### config.mk
export PLATFORM = sky130hd
export DESIGN_NAME = cla_pipe
export DESIGN_NICKNAME = d
export VERILOG_FILES = /design/src/rtl/cla_pipe.sv
export SDC_FILE = /design/constraint.sdc
export NUM_CORES = 1
export LEC_CHECK = 0
export CORE_UTILIZATION = 50
export CTS_BUF_LIST = sky130_fd_sc_hd__clkbuf_16
export CTS_CLUSTER_SIZE = 16
export DETAILED_ROUTE_END_ITERATION = 7
export HOLD_SLACK_MARGIN = 0.06
export PLACE_DENSITY = 0.81
export SLEW_MARGIN = 20
export SYNTH_ARGS = -nofsm -noshare
export SYNTH_HDL_FRONTEND = slang
export SYNTH_SLANG_ARGS = --single-unit
export TNS_END_PERCENT = 100
### constraint.sdc
create_clock -name clk -period 8.8 [get_ports clk]
set_input_delay 1.32 -clock clk [delete_from_list [all_inputs] [get_ports clk]]
set_output_delay 1.32 -clock clk [all_outputs]
set_load 0.02 [all_outputs]
### src/rtl/cla_pipe.sv
// Pipelined two-level carry-lookahead adder/subtractor, one WIDTH/STAGES slice per stage.
// Define CLA_PIPE_FLAGS_EN to add registered cout/ovf/zero outputs aligned with sum.
module cla_pipe #(
    parameter int WIDTH  = 32,
    parameter int STAGES = 2
) (
    input  logic             clk,
    input  logic             rst,
    input  logic             in_valid,
    output logic             in_ready,
    input  logic [WIDTH-1:0] a,
    input  logic [WIDTH-1:0] b,
    input  logic             cin,
    input  logic             sub,
    output logic             out_valid,
    input  logic             out_ready,
`ifdef CLA_PIPE_FLAGS_EN
    output logic             cout,
    output logic             ovf,
    output logic             zero,
`endif
    output logic [WIDTH-1:0] sum
);

    localparam int C  = WIDTH / STAGES;
    localparam int NG = C / 8;

    function automatic logic [C:0] cla_slice(
        input logic [C-1:0] x,
        input logic [C-1:0] y,
        input logic         c0
    );
        logic [C-1:0]  g, p, c;
        logic [NG-1:0] gg, gp;
        logic [NG:0]   gc;
        logic          t;
        g = x & y;
        p = x ^ y;
        for (int j = 0; j < NG; j++) begin
            gg[j] = 1'b0;
            gp[j] = 1'b1;
            for (int i = 0; i < 8; i++) begin
                gg[j] = g[j*8+i] | (p[j*8+i] & gg[j]);
                gp[j] = gp[j] & p[j*8+i];
            end
        end
        // group carries in flat sum-of-products form: no group waits on another
        for (int j = 0; j <= NG; j++) begin
            t = c0;
            for (int m = 0; m < j; m++) t = t & gp[m];
            gc[j] = t;
            for (int i = 0; i < j; i++) begin
                t = gg[i];
                for (int m = i + 1; m < j; m++) t = t & gp[m];
                gc[j] = gc[j] | t;
            end
        end
        for (int j = 0; j < NG; j++) begin
            for (int i = 0; i < 8; i++) begin
                t = gc[j];
                for (int m = 0; m < i; m++) t = t & p[j*8+m];
                c[j*8+i] = t;
                for (int l = 0; l < i; l++) begin
                    t = g[j*8+l];
                    for (int m = l + 1; m < i; m++) t = t & p[j*8+m];
                    c[j*8+i] = c[j*8+i] | t;
                end
            end
        end
        return {gc[NG], p ^ c};
    endfunction

    logic adv;

    assign adv      = !(out_valid && !out_ready);
    assign in_ready = adv && !rst;

    for (genvar k = 0; k < STAGES; k++) begin : g_st
        localparam int UW = WIDTH - k * C;

        logic [UW-1:0]        xa, xb;
        logic                 xc, xv;
        logic [C:0]           r;
        logic [(k+1)*C-1:0]   ns;

        if (k == 0) begin : g_src
            assign xa = a;
            assign xb = sub ? ~b : b;
            assign xc = sub | cin;
            assign xv = in_valid;
            assign ns = r[C-1:0];
        end else begin : g_src
            assign xa = g_st[k-1].g_reg.ra;
            assign xb = g_st[k-1].g_reg.rb;
            assign xc = g_st[k-1].g_reg.rc;
            assign xv = g_st[k-1].g_reg.rv;
            assign ns = {r[C-1:0], g_st[k-1].g_reg.rs};
        end

        assign r = cla_slice(xa[C-1:0], xb[C-1:0], xc);

        if (k < STAGES - 1) begin : g_reg
            // only the not-yet-added upper slices travel on
            logic [UW-C-1:0]    ra, rb;
            logic [(k+1)*C-1:0] rs;
            logic               rc, rv;

            always_ff @(posedge clk) begin
                if (rst) rv <= 1'b0;
                else if (adv) rv <= xv;
                if (adv) begin
                    ra <= xa[UW-1:C];
                    rb <= xb[UW-1:C];
                    rc <= r[C];
                    rs <= ns;
                end
            end
        end else begin : g_out
`ifndef CLA_PIPE_FLAGS_EN
            logic unused_c;
            assign unused_c = r[C];
`endif
            always_ff @(posedge clk) begin
                if (rst) begin
                    out_valid <= 1'b0;
                    sum       <= '0;
`ifdef CLA_PIPE_FLAGS_EN
                    cout      <= 1'b0;
                    ovf       <= 1'b0;
                    zero      <= 1'b0;
`endif
                end else if (adv) begin
                    out_valid <= xv;
                    if (xv) begin
                        sum  <= ns;
`ifdef CLA_PIPE_FLAGS_EN
                        cout <= r[C];
                        ovf  <= (xa[C-1] == xb[C-1]) && (r[C-1] != xa[C-1]);
                        zero <= (ns == '0);
`endif
                    end
                end
            end
        end
    end

endmodule
**Word-level counts from Yosys, hierarchy flattened**

Index checks and enable logic that the tools add are counted.

- Register bits after elaboration: 83
- Bits of input ports: 70
- Output and inout bits: 34
- Word-level logic and storage cells: 315

- Mux-type cells: 1
- Bitwise gates (word level): 301
- Reductions and logical operators: 6

Operator list:

| operator | number |
|---|---|
| AND 1 bit | 155 |
| bitwise OR 1 bit | 138 |
| bitwise XOR 16 bit | 4 |
| 2-to-1 mux 32 bit | 1 |
| NOT 32 bit | 1 |
| AND 16 bit | 1 |
| AND 15 bit | 1 |
| logical NOT 1 bit | 3 |
| logical AND 1 bit | 2 |
| AND reduction 2 bit | 1 |
| NOT 1 bit | 1 |

**Logic depth before layout (Yosys ltp)**

Gate-level depths: netlist (run 1).

- Depth after elaboration: 33
- Mapped depth: 14
- Mapped depth without buffers: 12

**Least setup slack after synthesis (run 1)**

No wires, ideal clock.

- Path kind: input -> register
- From: input sub
- To: register g_st[0].g_reg.rs[15] (data pin)
- Arrival: 4.096 ns
- Path slack: 4.447 ns
- Stages on the path: 14
- Cells stage by stage: buf_6 -> clkbuf_1 -> xor2_1 -> ha_1 -> nor3_1 -> nor2_1 -> and2_1 -> a221o_1 -> ha_1 -> o21ai_0 -> a21oi_1 -> a221o_1 -> a21oi_1 -> xnor2_1

- Cells in the longest elaborated chain, start to end: 32
- Elaborated cells between the ends (all ways): 63
- Those cells by class: 1 x mux; 62 x bitwise

RTL lines:

| what | RTL line | source |
|---|---|---|
| start: declaration | 14 | `input logic sub,` |
| 2-to-1 mux 32 bit | 88 | `assign xb = sub ? ~b : b;` |
| AND 16 bit or bitwise XOR 16 bit (tied branches) | 37, 38 |  |
| AND 1 bit | 43 | `gg[j] = g[j*8+i] \| (p[j*8+i] & gg[j]);` |
| bitwise OR 1 bit | 43 |  |
| AND 1 bit | 43 |  |
| bitwise OR 1 bit | 43 |  |
| AND 1 bit | 43 |  |
| bitwise OR 1 bit | 43 |  |
| (+5 left out) | -- |  |
| bitwise OR 1 bit | 43 |  |
| AND 1 bit | 43 |  |
| bitwise OR 1 bit | 43 |  |
| bitwise OR 1 bit | 55 | `gc[j] = gc[j] \| t;` |
| AND 1 bit (7 in a row) | 61 | `for (int m = 0; m < i; m++) t = t & p[j*8+m];` |
| bitwise OR 1 bit (7 in a row) | 66 | `c[j*8+i] = c[j*8+i] \| t;` |
| bitwise XOR 16 bit * | 70 | `return {gc[NG], p ^ c};` |
| named net g_st[0].ns[15] | 84 | `logic [(k+1)*C-1:0] ns;` |
| end signal: assignment | 115 | `rs <= ns;` |
| end: declaration | 105 | `logic [(k+1)*C-1:0] rs;` |

The timed path passes the listed nets; every way through them passes the cells marked *.
A chain may end at the register's enable or synchronous reset.

**Worst setup path in the final report (run 1)**

Ends and elaborated chain as after synthesis.

==> results of run 1 <==
## final timing paths
path	slack [ns]	end	start
setup reg to reg	5.83	sum[31]	g_st[0].g_reg.ra[0]
hold reg to reg	0.46	sum[12]	sum[12]
hold / removal	0.46	sum[12]	sum[12]
setup / recovery	4.37	g_st[0].g_reg.rs[15]	sub
## state kept, by name (all words and copies together), names as in the netlist
register	flops
sum	32
g_st.g_reg.rs	16
g_st.g_reg.rv	1
g_st.g_reg.rc	1
out_valid	1
g_st.g_reg.ra	16
g_st.g_reg.rb	16
## placed cells by master, fill, tap and decap left out, drive strengths merged, types with 3 or more instances in the layout
cell,count
nand3,6
clkinv,3
xor2,38
inv,18
or3,5
ha,35
nand2,52
a21oi,35
nor2b,4
edfxtp,49
clkdlybuf4s50,102
nor3,12
a31oi,3
clkbuf,9
dfxtp,34
fa,4
xnor2,10
a21o,3
o21ai,14
o21a,10
a211oi,6
nor2,18
buf,3
## power groups by stage
| stage | Clock (mW) | Sequential [mW] | Combinational, mW |
|---|---|---|---|
| final | 0.373 | 0.491 | 0.268 |
| after global routing | 0.392 | 0.496 | 0.296 |
| after CTS | 0.378 | 0.491 | 0.269 |
| after detailed placement | 0 | 0.499 | 0.265 |
| after global placement | 0 | 0.498 | 0.256 |
| after floorplan | 0 | 0.512 | 0.155 |
## layer usage
metal | vias up | GRT usage [%] | routed length [microns]
li1 | 1625 | - | -
met4 | 0 | 8.97 | 158
met2 | 113 | 36.6 | 4440
met1 | 1451 | 23.1 | 3440
met3 | 14 | 4.43 | 594
met5 | - | 0 | 0
## logic make-up after synthesis
kind of cell             Yosys count  synth area share, %
XOR/XNOR                          48                 9.85
buffers and inverters             32                 2.99
AO/OA/AOI/OAI                     88                 13.0
adder cells (fa/ha/maj)           39                 12.1
AND/OR/NAND/NOR                  109                 11.6
flip-flops                        83                 50.4
## final cells by class
class                           count  area, sq um
Clock inverter                      7         75.1
Inverter                           17         65.1
Tap cell                          105          131
Timing Repair Buffer              105         1040
Sequential cell                    83         2150
Fill cell                         626         2580
Clock buffer                        9          225
Multi-Input combinational cell    284         1990
## worst max-delay path, delay by kind of cell
family	cells	cell delay (ns)
adder cells (fa/ha/maj)	2	0.48
XOR/XNOR	2	0.33
AO/OA/AOI/OAI	7	1.73
buffers and inverters	1	0.66
==> qor.txt, run 1 <==
status: finished clean
hold slack: 0.456 ns
Setup Skew: 0.00836 ns
Clock power frac: 33.0%
Die Wd: 94.4 microns
Async SR Flop Fraction: 0%
HPWL after detailed placement: 6.24 mm
WS Path Type: input port to flip-flop
fin cells: 610
flops & latches, synth: 83
fin util: 68.8%
H-tree levels: 3
Logic pwr share: 23.7%
DR DRC count: 0
area of the core: 8260 sq um
# nets final: 609
initial antenna violation count: 0
Placed Cells: 594
1st-iter DRT viols: 129
Synth area leader: edfxtp_1
Internal Power: 0.825 mW
crit end category: flip-flop
cell depth of the worst min-delay path: 2
Slew Limit Fails: 0
via count: 3203
layout cells sized above 1: 4.36%
clk sinks: 83
post-synth top area share: 34.5%
dpl ws: 3.99 ns
vias in the first global route: 3158
I/O pin cnt: 104
final hold vios: 0
Worst Path Arrival: 4.52 ns
DRT Pass-1 Iters: 5
global-route wire length before repair: 13.9 mm
mean post-synth cell area: 10.7 sq um
Seq pwr share: 43.4%
startpoint class of the critical path: input port
Setup Total Neg Slack: 0 ns
Syn Inst Count: 399
register area share after synthesis: 50.4%
CTS Root Cell: clkbuf_16
Resize count post-CTS: 0
max-cap violations: 0
Final Setup Violations: 0
IO Port Bufs: 103
largest net degree at the start of global routing: 53
Clock transition at path regs: 0.06 ns
slew margin rel.: 34.1%
Syn Std Cell Area: 4270 sq um
Cell Pwr Density: 199 nW/um^2
Worst-Skew Late Latency: 0.33 ns
die height: 94.4 microns
crit path max-delay cell type: buf_2
ys flop type: edfxtp_1
final wirelength: 8.64 mm
count leader, synth: nand2_1
hold_buf cts: 0
number of diodes: 0
Post-synth EDFFs: 49
Area growth, synth to finish: 33.0%
post-placement cell area: 5380 sq um
R2R depth: 12
final std cell area, no fill: 5680 sq um
initial core utilization: 51.7%
syn_nets: 508
Avg WL per Cell: 14.2 microns
Critical Path Fanout Max: 33
ranking of synthesized cells by area: edfxtp_1, dfxtp_1, ha_1, xor2_1, nand2_1
Yosys Warn Count: 0
Worst-Margin Slew: 0.989 ns
Period minus WS final: 4.43 ns
Sw Ratio: 27.1%
GRT Overall Usage: 20.4%
Commonest cells post-synth: nand2_1, edfxtp_1, xor2_1, a21oi_1, ha_1
CTS max path bufs: 2
# Post-CTS Setup Buffers: 0
period utilization: 50.4%
DRT antenna net count: 0
Final Worst Setup Slack: 4.37 ns
Required @ worst endpoint: 8.89 ns
grt ovf: 0
hold crit path type: flip-flop to flip-flop
fmax: 226 MHz
number of CTS-inserted buffers: 9
Max IR drop VDD: 0.0930 mV
Rows: 33
vias per inst: 5.25
GP Congestion: 0.838
Leakage: 2.23 nW
CP cell instances: buf_2 -> xor2_1 -> ha_1 -> a2111o_1 -> o311a_1 -> a221o_1 -> ha_1 -> o21ai_0 -> a21oi_1 -> a221o_1 -> a21oi_1 -> xnor2_1
Design Power: 1.13 mW
Yosys cell types: 42
Crit path largest cell delay: 0.66 ns
CTS tree: built
NetSw: 0.307 mW
area of the die: 8910 sq um
RSZ-0062 raised after global routing: false
(Power assumes the default switching activity.)
==> run 2, diff against run 1 <==
CORE_UTILIZATION = 45   (was 50)
PLACE_DENSITY = 0.77   (was 0.81)
clock period = 4 ns   (was 8.8 ns; I/O delays follow)
==> run 2 against run 1 <==
Against the previous run:
- first-iteration DRC count is 16% lower
- clock power increased by 140%
- sequential share of layout area fell by 0.38 points
- critical endpoint unchanged
- highest routed layer unchanged
- combinational power up 120%
- critical path depth is the same
- sequential power rose by 120%
- cell area rose by 1.0%
- final cell count up 1.5%
- critical path type unchanged
- total power grew 130%
==> qor.txt, run 2 (synthesized netlist as in run 1, its figures left out) <==
GP Congestion: 0.881
area of the core: 9200 sq um
crit path buf inv count: 1
# nets final: 612
die height: 99.4 microns
max-cap violations: 0
Slew Limit Fails: 0
Internal Power: 1.91 mW
Setup Skew: 0.00821 ns
commonest cells after routing, fill and taps aside: clkdlybuf4s50_1, nand2_1, edfxtp_1
Die Wd: 99.4 microns
via count: 3190
GRT Overall Usage: 18.3%
clk sinks: 83
Leakage: 2.27 nW
grt ovf: 0
hold_buf cts: 0
R2R depth: 12
hold crit path type: flip-flop to flip-flop
Clock power frac: 34.7%
Required @ worst endpoint: 4.08 ns
HPWL after detailed placement: 6.58 mm
I/O pin cnt: 104
Resize count post-CTS: 0
Rows: 35
Avg WL per Cell: 14.2 microns
post-placement cell area: 5410 sq um
Critical Path Fanout Max: 3
Largest Register: sum
Reg2Reg Setup Slack: 0.92 ns
final std cell area, no fill: 5740 sq um
crit end category: flip-flop
Area growth, synth to finish: 34.4%
startpoint class of the critical path: input port
IO Port Bufs: 103
hold slack: 0.454 ns
Critical path origin: b[0]
area of the die: 9880 sq um
most common cell after layout, fill and taps aside: clkdlybuf4s50_1
WS Path Type: input port to flip-flop
initial antenna violation count: 0
CP cell instances: clkdlybuf4s50_1 -> xor2_1 -> ha_1 -> a2111o_1 -> o311a_1 -> a221o_1 -> ha_1 -> o21ai_0 -> a21oi_1 -> a221o_1 -> a21oi_1 -> xnor2_1
slew margin rel.: 30.8%
global-route wire length before repair: 14.1 mm
vias per inst: 5.15
DRT antenna net count: 0
1st-iter DRT viols: 108
CTS tree: built
RR Startpoint: g_st[0].g_reg.ra[0]
CP Depth: 12
crit-path leading delay family: compound AO/OA/AOI/OAI gates
final hold vios: 0
Period minus WS final: 3.54 ns
Worst Path Arrival: 3.62 ns
fmax: 283 MHz
NetSw: 0.650 mW
Logic pwr share: 23.0%
period utilization: 88.4%
Setup Total Neg Slack: 0 ns
number of diodes: 0
# Post-CTS Setup Buffers: 0
status: finished clean
H-tree levels: 3
Cell Pwr Density: 446 nW/um^2
number of CTS-inserted buffers: 9
initial core utilization: 46.4%
Clock transition at path regs: 0.06 ns
fill count: 746
largest net degree at the start of global routing: 38
layout cells sized above 1: 4.53%
crit path max-delay cell type: clkdlybuf4s50_1
Crit path largest cell delay: 0.47 ns
max reg flops: 32
final wirelength: 8.78 mm
Worst-Skew Late Latency: 0.33 ns
RR Endpoint: sum[31]
CTS max path bufs: 2
Sw Ratio: 25.4%
DRT Pass-1 Iters: 4
vias in the first global route: 3174
Max IR drop VDD: 0.259 mV
RSZ-0062 raised after global routing: false
CTS Root Cell: clkbuf_16
crit path to: g_st[0].g_reg.rs[15]
Final Setup Violations: 0
Seq pwr share: 42.3%
Worst-Margin Slew: 1.04 ns
Design Power: 2.56 mW
DR DRC count: 0
-- run 2: changes by cell type in the layout (fill, tap and decap cells not counted), sizes merged --
cell,before,now
clkinvlp,2,1
clkbuf,9,10
buf,3,6
bufinv,1,2
clkinv,3,2
-- run 2: worst min-delay path by stage --
stage	startpoint	to	slack (ns)	cells after the start
after detailed placement	sum[6]	sum[6]	0.45	2
after floorplan	g_st[0].g_reg.rv	g_st[0].g_reg.rv	0.45	2
after global routing	sum[19]	sum[19]	0.47	2
final	sum[24]	sum[24]	0.45	2
after global placement	sum[26]	sum[26]	0.44	2
after CTS	sum[6]	sum[6]	0.45	2
-- run 2: power by group through the flow --
stage	clock [mW]	sequential, mW	combinational (mW)
floorplan	0	1.13	0.341
global placement	0	1.10	0.570
detailed placement	0	1.10	0.587
CTS	0.905	1.08	0.591
global route	0.942	1.10	0.650
finish	0.888	1.08	0.589
-- run 2: area by class of cell --
| class | instances | area (sq um) | share of cell area, % |
|---|---|---|---|
| well taps | 111 | 139 | 2.42 |
| inverters | 17 | 63.8 | 1.11 |
| multi-input cells | 284 | 1990 | 34.7 |
| repair buffers | 108 | 1060 | 18.5 |
| clock inverters | 6 | 78.8 | 1.37 |
| clock buffers | 10 | 250 | 4.36 |
| flip-flops and latches | 83 | 2150 | 37.5 |
-- run 2: per-stage QoR --
step,setup slack [ns],utilization [%],cells
floorplan,0.367,-,399
global placement,0.246,58.8,603
detailed placement,0.130,58.8,603
CTS,0.467,62.4,619
global route,0.255,62.4,619
finish,0.463,62.4,619
-- run 2: metal layers --
metal	vias to the layer above	routed length [microns]	track usage [%]
li1	1628	-	-
met1	1451	3660	20.2
met2	99	4460	34.2
met3	12	500	3.58
met4	0	159	7.69
met5	-	0	0
-- run 2: worst reg2reg max path, stage by stage (launching register included) --
cell       delay (ns)
edfxtp_1         0.40
ha_1             0.34
a21o_1           0.17
a211oi_1         0.21
o21ai_0          0.12
o2111ai_1        0.13
nand2_1          0.14
ha_1             0.20
o21a_1           0.20
o22ai_1          0.36
o22ai_1          0.18
or3_1            0.37
a31oi_1          0.19
